File: src/rtl/imm_pkg.sv
// Shared definitions for the immediate-extension pipeline: mode encoding and rotate field width.
package imm_pkg;

  typedef enum logic [2:0] {
    IMM_DP   = 3'd0,
    IMM_MEM  = 3'd1,
    IMM_BR   = 3'd2,
    IMM_HALF = 3'd3,
    IMM_ZERO = 3'd4
  } imm_src_e;

  localparam int ROT_W = 4;
  localparam int SRC_W = 3;

endpackage

File: src/rtl/ext_pipe_stage.sv
// One elastic pipeline slot: a valid bit plus a data register.
// Load and flush come from the surrounding pipe.
module ext_pipe_stage #(
  parameter int W = 8
) (
  input  logic         clk,
  input  logic         reset,
  input  logic         flush,
  input  logic         load,
  input  logic         vin,
  input  logic [W-1:0] d,
  output logic         valid,
  output logic [W-1:0] q
);

  logic         valid_q, valid_d;
  logic [W-1:0] data_q, data_d;

  // Data only captures real entries; flush clears the valid bit and leaves data stale.
  always_comb begin
    valid_d = valid_q;
    data_d  = data_q;
    if (load) begin
      valid_d = vin;
      if (vin) data_d = d;
    end
    if (flush) valid_d = 1'b0;
  end

  always_ff @(posedge clk or negedge reset) begin
    if (!reset) begin
      valid_q <= 1'b0;
      data_q  <= '0;
    end else begin
      valid_q <= valid_d;
      data_q  <= data_d;
    end
  end

  assign valid = valid_q;
  assign q     = data_q;

endmodule

File: src/rtl/imm_extend_pipe.sv
// Pipelined immediate extension for decode->execute: field select in S1, rotate and final mux in S2,
// optional pure-delay S3. Elastic valid/ready with a pass-through tag.
module imm_extend_pipe
  import imm_pkg::*;
#(
  parameter int WIDTH  = 32,
  parameter int IMM_W  = 24,
  parameter int STAGES = 2,
  parameter int TAG_W  = 4
) (
  input  logic             clk,
  input  logic             reset,
  input  logic             flush,
  input  logic             in_valid,
  output logic             in_ready,
  input  logic [IMM_W-1:0] imm,
  input  imm_src_e         imm_src,
  input  logic             carry_in,
  input  logic [TAG_W-1:0] in_tag,
  output logic             out_valid,
  input  logic             out_ready,
  output logic [WIDTH-1:0] imm_ext,
  output logic             carry_out,
  output logic [TAG_W-1:0] out_tag
);

  localparam int MID_W = TAG_W + 1 + SRC_W + ROT_W + WIDTH;
  localparam int OUT_W = TAG_W + 1 + WIDTH;

  function automatic logic [WIDTH-1:0] sel_field(input logic [IMM_W-1:0] f, input imm_src_e src);
    logic [WIDTH-1:0] r;
    case (src)
      IMM_DP:   r = {{(WIDTH-8){1'b0}}, f[7:0]};
      IMM_MEM:  r = {{(WIDTH-12){1'b0}}, f[11:0]};
      IMM_BR:   r = {{(WIDTH-26){f[23]}}, f[23:0], 2'b00};
      IMM_HALF: r = {{(WIDTH-8){1'b0}}, f[11:8], f[3:0]};
      default:  r = '0;
    endcase
    return r;
  endfunction

  // Only DP rotates; rotating by 2*rot is a right rotate of the doubled word.
  function automatic logic [OUT_W-1:0] finish_op(input logic [WIDTH-1:0] field,
                                                 input logic [ROT_W-1:0] rot,
                                                 input imm_src_e         src,
                                                 input logic             cin,
                                                 input logic [TAG_W-1:0] tag);
    logic [2*WIDTH-1:0] dbl;
    logic [WIDTH-1:0]   res;
    logic               c;
    res = field;
    c   = cin;
    dbl = '0;
    if (src == IMM_DP) begin
      dbl = {field, field} >> {rot, 1'b0};
      res = dbl[WIDTH-1:0];
      if (rot != '0) c = res[WIDTH-1];
    end
    return {tag, c, res};
  endfunction

  logic [STAGES-1:0] v;
  logic [STAGES-1:0] ld;
  logic [OUT_W-1:0]  last_q;

  // Stage k loads unless it and every stage after it are full while the output is blocked.
  always_comb begin : load_chain
    logic full;
    full = 1'b1;
    ld   = '0;
    for (int k = STAGES - 1; k >= 0; k--) begin
      full  = full & v[k];
      ld[k] = ~full | out_ready;
    end
  end

  generate
    if (STAGES == 1) begin : g_one
      logic [OUT_W-1:0] one_d;
      assign one_d = finish_op(sel_field(imm, imm_src), imm[11:8], imm_src, carry_in, in_tag);
      ext_pipe_stage #(.W(OUT_W)) u_s1 (
        .clk(clk), .reset(reset), .flush(flush), .load(ld[0]), .vin(in_valid),
        .d(one_d), .valid(v[0]), .q(last_q)
      );
    end else begin : g_multi
      logic [MID_W-1:0] s1_d, s1_q;
      logic [OUT_W-1:0] s2_d, s2_q;

      assign s1_d = {in_tag, carry_in, imm_src, imm[11:8], sel_field(imm, imm_src)};
      ext_pipe_stage #(.W(MID_W)) u_s1 (
        .clk(clk), .reset(reset), .flush(flush), .load(ld[0]), .vin(in_valid),
        .d(s1_d), .valid(v[0]), .q(s1_q)
      );

      assign s2_d = finish_op(s1_q[WIDTH-1:0],
                              s1_q[WIDTH +: ROT_W],
                              imm_src_e'(s1_q[WIDTH+ROT_W +: SRC_W]),
                              s1_q[WIDTH+ROT_W+SRC_W],
                              s1_q[MID_W-1 -: TAG_W]);
      ext_pipe_stage #(.W(OUT_W)) u_s2 (
        .clk(clk), .reset(reset), .flush(flush), .load(ld[1]), .vin(v[0]),
        .d(s2_d), .valid(v[1]), .q(s2_q)
      );

      if (STAGES == 3) begin : g_delay
        ext_pipe_stage #(.W(OUT_W)) u_s3 (
          .clk(clk), .reset(reset), .flush(flush), .load(ld[2]), .vin(v[1]),
          .d(s2_q), .valid(v[2]), .q(last_q)
        );
      end else begin : g_nodelay
        assign last_q = s2_q;
      end
    end
  endgenerate

  assign in_ready                       = ld[0];
  assign out_valid                      = v[STAGES-1];
  assign {out_tag, carry_out, imm_ext}  = last_q;

endmodule

File: config.mk
export PLATFORM = sky130hd
export DESIGN_NAME = imm_extend_pipe
export DESIGN_NICKNAME = d
export VERILOG_FILES = /design/src/rtl/imm_pkg.sv /design/src/rtl/ext_pipe_stage.sv /design/src/rtl/imm_extend_pipe.sv
export SDC_FILE = /design/constraint.sdc
export NUM_CORES = 1
export LEC_CHECK = 0
export BUFFER_PORTS_ARGS = -buffer_cell sky130_fd_sc_hd__buf_2
export CORE_ASPECT_RATIO = 1.1
export CORE_UTILIZATION = 45
export DETAILED_ROUTE_END_ITERATION = 12
export PLACE_DENSITY_LB_ADDON = 0.2
export SLEW_MARGIN = 15
export SYNTH_ARGS = -nofsm -noshare
export SYNTH_HDL_FRONTEND = slang
export SYNTH_SLANG_ARGS = --single-unit
File: constraint.sdc
create_clock -name clk -period 1.75 [get_ports clk]
set_input_delay 0.35 -clock clk [delete_from_list [all_inputs] [get_ports clk]]
set_output_delay 0.35 -clock clk [all_outputs]
set_load 0.02 [all_outputs]
Yosys cells after proc, flatten, opt, wreduce, memory -nomap -nowiden
Index checks and enable logic that the tools add are counted.
Widths: inputs -> output; s select.
{"block": "totals", "regBits": 83, "in_bits": 37, "out_inout_bits": 39, "elab_cells": 28}
{"block": "op_classes", "eq_ne": 3, "n_shift": 1, "n_mux": 8, "n_bitwise": 5, "reduce_logical": 7}
{"operator": "$pmux 32 s4", "count": 1}
{"operator": "$shr 64x5->32", "count": 1}
{"operator": "$mux 32", "count": 1}
{"operator": "$eq 3x2->1 const B", "count": 2}
{"operator": "$logic_not 3->1", "count": 2}
{"operator": "$mux 1", "count": 6}
{"operator": "$reduce_and 2->1", "count": 2}
{"operator": "$reduce_bool 2->1", "count": 2}
{"operator": "$reduce_bool 4->1", "count": 1}
{"operator": "$eq 3x1->1 const B", "count": 1}
{"operator": "$not 1->1", "count": 2}
{"operator": "$or 1x1->1", "count": 2}
{"operator": "$and 1x1->1", "count": 1}

Longest topological paths before layout
Gate-level depths: netlist of the first run.
{"block": "depth", "depth_word": 5, "depth_mapped": 8, "ltp_nobuf": 5}

Cells and area by module
A second synthesis of the first run with hierarchy kept.
{"block": "unflattened", "cells_unflattened": 445, "hier_area_um2": 5382.7}
{"mod": "imm_extend_pipe", "n_inst": 1, "cells_each": 267, "area_per_inst_um2": 2054.5, "seq_area_each_um2": 0.0}
{"mod": "ext_pipe_stage at g_multi.u_s1", "n_inst": 1, "cells_each": 96, "area_per_inst_um2": 1835.5, "seq_area_each_um2": 1126.1}
{"mod": "ext_pipe_stage at g_multi.u_s2", "n_inst": 1, "cells_each": 82, "area_per_inst_um2": 1492.7, "seq_area_each_um2": 950.9}

Worst setup path after synthesis of the first run
Ideal clock, no wire load.
{"block": "synth_path", "path_kind": "register to register", "start": "register g_multi.u_s1.data_q[32], in the netlist g_multi.u_s1.q[32]", "end": "register g_multi.u_s2.data_q[32], in the netlist g_multi.u_s2.q[32]", "setup_ns": 0.137, "t_arrival_ns": 1.752, "t_required_ns": 1.613, "slack_ns": -0.139, "stages_incl_launch_ff": 7, "n_path_buf": 2, "period_less_slack_ns": 1.889, "path_cell_list": "dfrtp_1 buf_6 buf_8 mux4_2 mux4_2 mux2i_1 a21oi_1"}
{"block": "synth_via", "elab_chain_cells": 3, "elab_cells_between_ends": 4, "cone_classes": "1 x shift; 2 x mux; 1 x reduce/logical"}
{"element": "start: declaration", "line_no": "ext_pipe_stage.sv:17", "rtl": "logic [W-1:0] data_q, data_d;"}
{"element": "start signal: assignment", "line_no": "ext_pipe_stage.sv:36", "rtl": "data_q <= data_d;"}
{"element": "$shr 64x5->32 / $reduce_bool 4->1 (equally long branches)", "line_no": "imm_extend_pipe.sv:55, imm_extend_pipe.sv:57"}
{"element": "$mux 1 *", "line_no": "imm_extend_pipe.sv:57", "rtl": "if (rot != '0) c = res[WIDTH-1];"}
{"element": "$mux 1 *", "line_no": "imm_extend_pipe.sv:54", "rtl": "if (src == IMM_DP) begin"}
{"element": "end signal: assignment", "line_no": "ext_pipe_stage.sv:36"}
{"element": "end: declaration", "line_no": "ext_pipe_stage.sv:17"}
Every way passes the cells marked *; elsewhere a longest branch is shown, timed or not.
A chain may end at the register's enable or synchronous reset.

Worst setup path in the final report of the first run
{"block": "layout_path", "start": "register g_multi.u_s1.data_q[32], in the netlist g_multi.u_s1.q[32]", "end": "register g_multi.u_s2.data_q[1], in the netlist g_multi.u_s2.q[1]"}
{"block": "layout_via", "elab_chain_cells": 2}
{"element": "$shr 64x5->32", "line_no": "imm_extend_pipe.sv:55", "rtl": "dbl = {field, field} >> {rot, 1'b0};"}
{"element": "$mux 32", "line_no": "imm_extend_pipe.sv:54"}
Every way passes these cells.

==> results of run 1 <==
-- cells in the final DEF, fill, tap and decap left out, types with 7 or more instances in the layout --
| cell | synthesis | layout |
|---|---|---|
| mux2i_1 | 32 | 19 |
| clkbuf_16 | 0 | 10 |
| a21oi_1 | 26 | 20 |
| o21ai_1 | 1 | 7 |
| o21ai_0 | 34 | 22 |
| nor2_1 | 52 | 46 |
| a31oi_1 | 9 | 8 |
| buf_6 | 1 | 10 |
| mux2i_2 | 0 | 8 |
| dfrtp_1 | 77 | 75 |
| nand2_1 | 90 | 83 |
| buf_2 | 7 | 74 |
| buf_4 | 8 | 132 |
| nor3_1 | 7 | 7 |
| o31ai_1 | 10 | 10 |
| nand3_1 | 9 | 8 |
| mux2_2 | 27 | 14 |
| mux4_2 | 17 | 18 |
| mux2_4 | 0 | 13 |
| nand2b_1 | 7 | 7 |
-- synth_stat cells, drive strengths merged (3+ instances only) --
cell type / instances / area share (%)
dfrtp: 77 / 39
nor3: 7 / 0.71
o31ai: 10 / 1.5
a211oi: 4 / 0.61
clkbuf: 25 / 1.9
mux2i: 32 / 6.5
o22ai: 6 / 0.77
a221o: 4 / 0.82
a221oi: 6 / 1.1
mux4: 19 / 8.9
nor2: 52 / 4.0
nor2b: 5 / 0.64
o21ai: 35 / 3.6
nand3: 9 / 0.92
nand2: 90 / 6.9
a21o: 4 / 0.61
o22a: 4 / 0.71
nand2b: 7 / 0.89
a31oi: 9 / 1.1
inv: 5 / 0.38
o211ai: 4 / 0.61
a311oi: 3 / 0.54
mux2: 27 / 6.2
a222oi: 3 / 0.61
o21a: 4 / 0.61
buf: 19 / 2.6
a21oi: 26 / 2.7
-- routing by layer --
layer / vias up / GRT usage [%]
met5: - / 0
met4: 0 / 14.7
met3: 33 / 4.08
met2: 193 / 48.8
met1: 2459 / 43.3
li1: 2312 / -
-- metrics by stage --
stage | area (um^2) | hold WS [ps] | std cells | util (%)
2_1_floorplan | 4920 | 54.4 | 521 | -
3_3_place_gp | 6360 | 300 | 832 | 60.6
3_5_place_dp | 6360 | 308 | 832 | 60.6
4_1_cts | 6940 | 161 | 858 | 66.2
5_1_grt | 7270 | 172 | 862 | 69.3
6_report | 7270 | 168 | 862 | 69.3
-- sequential cells by signal, indices dropped and copies added, names as in the netlist --
| signal | cells |
|---|---|
| g_multi.u_s1.q | 38 |
| g_multi.u_s2.q | 37 |
| g_multi.u_s1.valid | 1 |
| g_multi.u_s2.valid | 1 |
-- worst register-to-register path: cells and delay by family, from the launching register on --
kind / cells / cell delay (ps)
AOI/OAI and AO/OA: 2 / 240
buffers and inverters: 3 / 410
and+or+nand+nor: 1 / 90
DFF: 1 / 450
muxes: 2 / 720
-- final cells by class --
cell class	count	area [um^2]
Tap cell	143	179
Fill cell	845	3220
Inverter	5	27.5
Clock buffer	10	229
Timing Repair Buffer	226	1660
Sequential cell	77	1930
Multi-Input combinational cell	395	3160
Clock inverter	6	87.6
-- power groups by stage --
stage | registers [uW] | clock network (uW) | logic (uW)
3_3_place_gp | 2170 | 0 | 1910
2_1_floorplan | 2340 | 0 | 872
4_1_cts | 2150 | 2060 | 2070
6_report | 2150 | 2020 | 2270
3_5_place_dp | 2180 | 0 | 1920
5_1_grt | 2170 | 2120 | 2410
-- cells by family (layout without fill, tap and decap cells) --
| kind of cell | Yosys count | count (layout) | share of synthesized area (%) |
|---|---|---|---|
| muxes | 78 | 78 | 21.6 |
| DFF | 77 | 77 | 39.3 |
| AOI/OAI and AO/OA | 141 | 141 | 19.3 |
| buffers and inverters | 49 | 247 | 4.93 |
| and+or+nand+nor | 176 | 176 | 14.8 |
-- how the worst max path moves through the flow --
stage / to / slack (ps) / start / cells past startpoint
global placement: g_multi.u_s2.q[3] / -360 / g_multi.u_s1.q[34] / 7
CTS: g_multi.u_s2.q[32] / -240 / g_multi.u_s1.q[32] / 5
floorplan: g_multi.u_s2.q[32] / -130 / g_multi.u_s1.q[32] / 6
detailed placement: g_multi.u_s2.q[10] / -340 / g_multi.u_s1.q[32] / 8
finish: g_multi.u_s2.q[1] / -290 / g_multi.u_s1.q[32] / 8
global route: g_multi.u_s2.q[1] / -330 / g_multi.u_s1.q[32] / 8
-- timing repair --
action	4_1_cts	5_1_grt
cloned	0	1
setup buffers	9	6
endpoints found under the hold margin	29	0
hold buffers	1	0
resized for setup	60	57
setup endpoints to repair	33	33
pin swaps	20	22
==> results.txt, run 1 <==
- Status: complete, but fails checks
- The checks that failed: setup timing.
- Min-delay src: flush
* Top_reg_cell synth: dfrtp_1
- Routed vias: 4,997
- Registers are responsible for 33.4% of the overall power.
* CP cell instances: buf_6 > buf_12 > buf_6 > mux4_2 > nand2_1 > o21a_1 > mux2_4 > a31oi_4
* Cells after synthesis: 521
- After layout, the minimum clock period comes to 2040 ps.
* Total clock sinks: 77
- After detailed routing, the number of vias per cell comes to 5.80.
* Flip-flop and latch count after synthesis: 77
- Total net switching power: 2130 uW
- In this design, the stage delay of the slowest critical-path cell is 540 ps.
* Crit path max-delay cell type: mux4_2
- Number of H-tree branching levels: 3
- Net count after synthesis: 558
- Internal power of the cells: 4300 uW
- Boundary Pins: 76
* Final antenna-violating net count: 0
* Arr. time, crit path: 2260 ps
- Total setup violations reported at the end of the flow: 32
* Bufs on Longest Clock Path: 2
- In the final routing, the length of wire on met1 measures 7.48 mm.
- Combined buffer and inverter count along the critical path: 3
* Chip Width: 102 um
* Highest Signal Layer: met4
- Largest clock skew in the final design: 5.74 ps
- Crit Reg-Reg Startpoint: g_multi.u_s1.q[32]
- Transition time at the pin with the least slew margin: 419 ps
- Total iterations of the first detailed-routing run: 6
- Per report_power, the combinational group accounts for 35.2% of the total.
* Share of total power consumed by net switching: 33.1%
* MaxCap Viol Count: 0
- In the finished design, the share of the clock period the worst path needs comes to 116%.
- Counting the buffers created by CTS gives 9.
- After global routing the overflow that remains totals 0.
* Cell area power density: 885 nW/um^2
- 0 antenna diodes ended up in the layout.
* Number of rows in the core area: 39
* CP max FO: 8
* Netlist cell types: 55
* Clock tree from TritonCTS: done
* Number of DRC markers in iteration 0: 381
- In this run the standard cell core region covers 10,500 um^2.
- Dominant cell type by count on the critical path: buf_6
- Counting flops with a built-in enable in the synthesized netlist gives 0.
- Met3 layer wire length in the routed design: 942 um
- Share of synthesized area occupied by flip-flops and latches: 39.3%
* Global-route wire length before repair: 26.6 mm
* Net count reported at finish: 751
- Starting utilization of the core area: 46.7%
* Number of antenna violations at the first check in global routing: 0
* Final weighted congestion in routability-driven placement: 0.940
- In this run the tightest slew margin relative to its limit is 72.0%.
* Number of warnings printed during yosys synthesis: 0
- The worst register-to-register path ends at g_multi.u_s2.q[1].
- The path class of the tightest hold or removal check is in -> reg.
* Clk pin slew, worst setup/hold paths: 60 ps
* Largest delay share family, worst path: multiplexers
* End point of the most critical hold path: g_multi.u_s2.valid
- RSZ-0062 raised after global routing: yes
- The final hold violation count is 0.
- Once detailed placement completed, the half-perimeter wirelength came to 13.1 mm.
- Root buffer selected by CTS: clkbuf_16
* Total chip power: 6440 uW
* Worst Reg2Reg Path Length in Cells: 8
* Vias in the first global route: 4,893
* FF-to-FF setup slack: -290 ps
- Clk network pwr share: 31.4%
- GR Util All Layers: 31.4%
* Required time of the worst setup path: 1970 ps
- Leakage power total: 0.00328 uW
- In this run the cell area of the synthesized design comes to 4900 um^2.
- Fraction of layout instances using a drive strength above 1: 49.1%
- Type of element capturing the critical path: register
- Total detailed-routing wirelength: 17.1 mm
- STA classifies the critical path startpoint as a register.
* Worst slack after detailed placement: -343 ps
* Number of buffer cells added on primary ports: 75
- Wire length per cell: 19.8 um
- VDD sags by at most 0.586 mV.
* Worst-Skew Late Latency: 340 ps
* Amount of wire on met2 after detailed routing: 8.10 mm
- The die is 111 um tall.
- Highest attainable clock frequency: 491 MHz
- Full die area: 11,300 um^2
- Final-layout setup total negative slack: -5360 ps
- The count of final max-slew check failures is 0.
* Post-Synthesis Mean Instance Area: 9.41 um^2
- Ys async rst share: 100%
- In the routed design, unresolved DRC markers number 0.
* Pin count of the biggest net entering global routing: 39
* Hold-critical path depth: 2
- After layout, the worst setup slack is -287 ps.
- Relative to the synthesized area, the layout overhead comes to 48.4%.
- The critical path in this run is classified as reg -> reg.
No activity file was read; power rests on OpenSTA's default activity.
==> run 2, diff against run 1 <==
--- a/config.mk
+++ b/config.mk
@@ -6,9 +6,13 @@
 export NUM_CORES = 1
 export LEC_CHECK = 0
 export BUFFER_PORTS_ARGS = -buffer_cell sky130_fd_sc_hd__buf_2
+export CELL_PAD_IN_SITES_DETAIL_PLACEMENT = 1
+export CELL_PAD_IN_SITES_GLOBAL_PLACEMENT = 2
 export CORE_ASPECT_RATIO = 1.1
-export CORE_UTILIZATION = 45
+export CORE_MARGIN = 3
+export CORE_UTILIZATION = 32
 export DETAILED_ROUTE_END_ITERATION = 12
+export MAX_ROUTING_LAYER = met4
 export PLACE_DENSITY_LB_ADDON = 0.2
 export SLEW_MARGIN = 15
 export SYNTH_ARGS = -nofsm -noshare
==> results.txt, run 2 (synthesized netlist as in run 1, its figures left out) <==
- Status: complete, but fails checks
- Violations in the final reports: setup timing
* Number of failing hold endpoints at the final stage: 0
* CP max FO: 7
- The clock arrives with 4.99 ps of skew.
- The clock drives 77 sinks.
* End point of the most critical hold path: g_multi.u_s2.valid
- VDD sags by at most 0.446 mV.
- Number of antenna violations at the first check in global routing: 0
- Clk pin slew, worst setup/hold paths: 60 ps
- Highest attainable clock frequency: 497 MHz
- Max-slew violation count: 0
- Global-route wire length before repair: 30.5 mm
* Worst setup path class: reg -> reg
- Hold-critical path depth: 2
- Total iterations of the first detailed-routing run: 5
- Post-layout instance area: 7230 um^2
- STA classifies the critical path endpoint as a register.
- RSZ-0062 raised after global routing: yes
- Across all register-to-register paths, the minimum setup slack is -260 ps.
- Fraction of layout instances using a drive strength above 1: 48.1%
* Crit path max-delay cell type: mux4_2
- Dividing the detail-routed wire length by the instance count gives 21.7 um.
- After routing, the total negative slack on setup checks comes to -4420 ps.
- For this block, the routed nets add up to 19.6 mm of wire.
- In this run the clock root is driven by a clkbuf_16.
* Via count normalized by instance count: 5.44
- Synth-to-Final Area Change: 47.4%
- Final antenna-violating net count: 0
- Number of H-tree branching levels: 3
* Footprint of the multi-input gates: 3100 um^2
* Diodes inserted: 0
- The initial utilization of the core area, before any placement, comes to 33.3%.
* Clock tree from TritonCTS: done
- Transition time at the pin with the least slew margin: 500 ps
* Minimum clock period after layout: 2010 ps
- The tool flagged a number of max-cap violations equal to 0.
* Most common cell after layout, fill and taps aside: buf_4
- Dominant cell type by count on the critical path: mux4_2
* Internal power of the cells: 4270 uW
- Post-detail-place hpwl: 15.2 mm
- R2r endpoint: g_multi.u_s2.q[32]
- Number of rows in the core area: 46
- Cts bufs inserted: 9
- Share of total power consumed by net switching: 33.6%
- Global routing used 25.0% of the available tracks.
- Total setup violations reported at the end of the flow: 33
- Headroom to the max-slew limit came out at 66.6%.
- Vias in the first global route: 5,157
* Net count reported at finish: 743
- In this run, the combinational gates consume 34.1% of the power.
- Minimum setup slack in the final design: -261 ps
- Measured in cells, the most critical reg-to-reg path has a length of 5.
- Required time of the worst setup path: 1990 ps
* Leakage power total: 0.00322 uW
* Count of fill cells added during filler insertion: 1,719
- The worst setup path is launched from a register.
* Max incr delay on CP: 530 ps
- The sequential cells in the finished layout cover a total of 1930 um^2.
- Boundary Pins: 76
* Final weighted congestion in routability-driven placement: 0.912
- Full die area: 16,800 um^2
- DRC Markers: 0
* Worst slack after detailed placement: -695 ps
- Hold Path Class: in -> reg
- In this run, placement finished with an instance count of 872.
- The top cell types in the final layout, fill and taps aside, are buf_4 (125), nand2_1 (85), dfrtp_1 (74), buf_2 (74), nor2_1 (47).
* Total net switching power: 2160 uW
* Number of cells in the finished layout apart from fillers: 903
- Bufs on Longest Clock Path: 2
- Arr. time, crit path: 2250 ps
- The region available for standard cell placement spans 14,700 um^2.
- In this run the critical register-to-register path is launched from g_multi.u_s1.q[32].
* Flip-flop count of the largest register after layout: 38
- Period utilization: 115%
* Total congestion overflow after global routing: 0
* Routed vias: 4,909
* CP cell instances: buf_8 > mux4_2 > mux4_2 > mux2i_1 > a21oi_1
- Measured along the x axis, the die boundary spans 124 um.
- For the worst-skew pair, the clock arrives at the later sink with an insertion delay of 350 ps.
- Vertical die dimension: 136 um
* Clk network pwr share: 32.1%
- Sequential power share: 33.8%
- Pin count of the biggest net entering global routing: 48
- In this run the power density over the cells is 891 nW/um^2.
- Once placement finished, the instance area stood at 6360 um^2.
- Number of buffer cells added on primary ports: 75
* Min-delay src: flush
- Number of DRC markers in iteration 0: 290
[run 2: final cells by class]
cell class | instances | share of cell area, %
inverters | 5 | 0.294
repair buffers | 218 | 22.3
clock inverters | 7 | 1.35
clock buffers | 9 | 3.12
multi-input cells | 395 | 42.9
flip-flops and latches | 77 | 26.8
well taps | 192 | 3.32
[run 2: power by group through the flow]
stage                     Clock (uW)  Combinational (uW)  Sequential [uW]
final                           2070                2190             2170
after detailed placement           0                1910             2210
after global placement             0                1880             2200
after floorplan                    0                 872             2340
after global routing            2190                2360             2200
after CTS                       2120                2090             2170
[run 2: worst max-delay path by stage]
stage | slack, ps | from | depth (start not counted) | endpoint
floorplan | -130 | g_multi.u_s1.q[32] | 6 | g_multi.u_s2.q[32]
global placement | -710 | g_multi.u_s1.q[32] | 5 | g_multi.u_s2.q[10]
finish | -260 | g_multi.u_s1.q[32] | 5 | g_multi.u_s2.q[32]
global route | -320 | g_multi.u_s1.q[32] | 5 | g_multi.u_s2.q[32]
detailed placement | -690 | g_multi.u_s1.q[32] | 5 | g_multi.u_s2.q[10]
CTS | -260 | g_multi.u_s1.q[32] | 7 | g_multi.u_s2.q[20]
[run 2: per-stage QoR]
| stage | util (%) | hold WS [ps] | power [uW] |
|---|---|---|---|
| after floorplan | - | 54.4 | 3210 |
| after CTS | 47.5 | 156 | 6380 |
| final | 49.0 | 167 | 6440 |
| after global placement | 43.2 | 317 | 4090 |
| after global routing | 49.0 | 170 | 6760 |
| after detailed placement | 43.2 | 325 | 4120 |
[run 2: layer usage]
layer / vias to the layer above / GRT usage, % / wire length (um)
met5: - / - / 0
met4: 0 / 8.46 / 378
met3: 24 / 3.34 / 608
met2: 90 / 38.9 / 9550
met1: 2501 / 33.7 / 9030
li1: 2294 / - / -
[run 2: what timing repair did]
item	4_1_cts	5_1_grt
hold buffers	1	0
resized for setup	57	44
hold endpoints to repair	29	0
setup buffers	9	4
pin swaps	27	30
endpoints found under the setup margin	33	35
gates cloned	1	0
[run 2: critical path, delay by kind of cell, from the launching register on]
kind | cells | cell delay [ps]
muxes | 3 | 1200
DFF | 1 | 480
AOI/OAI and AO/OA | 1 | 80
buffers and inverters | 1 | 150
==> run 3, diff against run 2 <==
--- a/config.mk
+++ b/config.mk
@@ -14,6 +14,7 @@
 export DETAILED_ROUTE_END_ITERATION = 12
 export MAX_ROUTING_LAYER = met4
 export PLACE_DENSITY_LB_ADDON = 0.2
+export RECOVER_POWER = 50
 export SLEW_MARGIN = 15
 export SYNTH_ARGS = -nofsm -noshare
 export SYNTH_HDL_FRONTEND = slang
==> results.txt, run 3 (synthesized netlist as in run 1, its figures left out) <==
* Total net switching power: 2150 uW
- After layout, the worst setup slack is -261 ps.
- The worst register-to-register path begins at g_multi.u_s1.q[32].
* Number of DRC markers in iteration 0: 309
* Period utilization: 115%
- The final hold violation count is 0.
- The final route contains 4,908 vias.
- Final design utilization: 48.9%
- In this run, flip-flops and latches consume 33.8% of the power.
- Cts bufs inserted: 9
- Once the floorplan was initialized, standard cells occupied 33.3% of the core.
* Post-placement cell area: 6360 um^2
- The tree is rooted in a clkbuf_16.
* Number of antenna violations at the first check in global routing: 0
- At the end of the flow, the number of nets in the layout was 743.
- The congestion estimate from routability-driven global placement came to 0.912.
* Diodes inserted: 0
- Worst voltage drop across the vdd grid: 0.446 mV
- Together, buffers and inverters on the worst path number 1.
- Static timing analysis puts the maximum clock frequency at 497 MHz.
* Critical Path Source Type: register
* Worst-Skew Late Latency: 350 ps
- Headroom to the max-slew limit came out at 41.8%.
- Total congestion overflow after global routing: 0
- Critical path origin: g_multi.u_s1.q[32]
- RSZ-0062 raised after global routing: yes
- Leakage power total: 0.00321 uW
* Status: complete, but fails checks
- Vertical die dimension: 136 um
- Arr. time, crit path: 2240 ps
* Fraction of layout instances using a drive strength above 1: 47.7%
* Synth-to-Final Area Change: 46.9%
- Number of H-tree branching levels: 3
* MaxCap Viol Count: 0
* CP cell instances: buf_8 > mux4_2 > mux4_2 > mux2i_1 > a21oi_1
* Cell area power density: 892 nW/um^2
- Clock tree from TritonCTS: done
- The via count of the first global-routing pass was 5,157.
* GR Util All Layers: 25.0%
- Required time of the worst setup path: 1980 ps
- The final layout contains routed wiring with a total length of 19.5 mm.
- After clock tree synthesis, the clock-pin slew on the worst setup and hold paths is 60 ps.
- For this run, the slowest stage of the critical path takes 530 ps.
- Final antenna-violating net count: 0
- Minimum clock period after layout: 2010 ps
- Transition time at the pin with the least slew margin: 873 ps
* Boundary Pins: 76
- On the critical path, the stage with the largest delay is an instance of mux4_2.
* DRC Markers: 0
- In this run, the clock network consumes 32.1% of the power.
- Combinational logic is responsible for 34.1% of the overall power.
- Floorplan Core Area: 14,700 um^2
- Hold timing on the final database bottoms out at a slack of 169 ps.
- Global-route wire length before repair: 30.5 mm
* CP max FO: 7
* Hold Path Class: in -> reg
* Bufs on Longest Clock Path: 2
* Count of fill cells added during filler insertion: 1,724
- Summed over all nets, the half-perimeter wirelength after detailed placement is 15.2 mm.
* Share of total power consumed by net switching: 33.6%
* Total clock sinks: 77
- The final reports fail on setup timing.
- The register with the most flip-flops in the layout has 38 of them.
* Pin count of the biggest net entering global routing: 48
* Max-slew violation count: 0
- Via count normalized by instance count: 5.44
- Number of buffer cells added on primary ports: 75
- The library cell used most frequently in the layout, excluding fill and tap cells, is buf_4.
- The library cells used most frequently in the layout, excluding fill and tap cells, are buf_4 (122), nand2_1 (85), dfrtp_1 (74).
- The clock arrives with 4.39 ps of skew.
- Internal power comes to 4270 uW.
- Dividing the detail-routed wire length by the instance count gives 21.6 um.
* Total iterations of the first detailed-routing run: 4
- Min-delay src: flush
- The worst setup path is of the reg -> reg kind.
* Dominant cell type by count on the critical path: mux4_2
* Post-layout instance area: 7200 um^2
- Total setup violations reported at the end of the flow: 35
* Chip Width: 124 um
- The initialized floorplan defines 46 standard-cell rows.
- Largest delay share family, worst path: multiplexers
* Full die area: 16,800 um^2
- Type of element capturing the critical path: register
- Final-layout setup total negative slack: -4420 ps
run 3: final cells by class:
| cell class | instances | area (um^2) | share of cell area (%) |
|---|---|---|---|
| Multi-Input combinational cell | 395 | 3090 | 43.0 |
| Sequential cell | 77 | 1930 | 26.9 |
| Timing Repair Buffer | 218 | 1590 | 22.1 |
| Tap cell | 192 | 240 | 3.34 |
| Clock buffer | 9 | 225 | 3.13 |
| Clock inverter | 7 | 97.6 | 1.36 |
| Inverter | 5 | 21.3 | 0.295 |
run 3: path summary, 6_finish.rpt:
path                                 endpoint  slack (ps)  depth (start not counted)
min in group asynchronous  g_multi.u_s2.q[30]         640                          2
min                        g_multi.u_s2.valid         170                          2
min reg2reg                g_multi.u_s2.q[34]         470                          2
max reg2reg                g_multi.u_s2.q[32]        -260                          5
max                        g_multi.u_s2.q[32]        -260                          5
max in group asynchronous  g_multi.u_s1.q[43]         290                          3
run 3: what timing repair did:
item,CTS,global route
cloned,1,0
endpoints found under the hold margin,29,0
setup endpoints to repair,33,35
buffers inserted,9,4
gates resized for setup,57,44
hold buffers,1,0
pin swaps,27,30
run 3: worst reg2reg max path, stage by stage, from the launching register on:
cell     delay [ps]
dfrtp_4         480
buf_8           150
mux4_2          520
mux4_2          530
mux2i_1         150
a21oi_1          80
run 3: through the flow:
stage,worst slack (ps),total power (uW),instances
floorplan,-131,3210,521
global placement,-714,4090,872
detailed placement,-695,4120,872
CTS,-257,6380,899
global route,-323,6750,903
finish,-261,6420,903
run 3: power groups by stage:
stage / logic, uW / clock network, uW / registers, uW
floorplan: 872 / 0 / 2340
global placement: 1880 / 0 / 2200
detailed placement: 1910 / 0 / 2210
CTS: 2090 / 2120 / 2170
global route: 2360 / 2190 / 2200
finish: 2190 / 2060 / 2170
run 3: routing by layer:
| metal | wire, um | up-vias | global-route usage [%] |
|---|---|---|---|
| met5 | 0 | - | - |
| met3 | 756 | 26 | 3.34 |
| li1 | - | 2296 | - |
| met4 | 389 | 0 | 8.46 |
| met1 | 8830 | 2477 | 33.7 |
| met2 | 9550 | 109 | 38.9 |
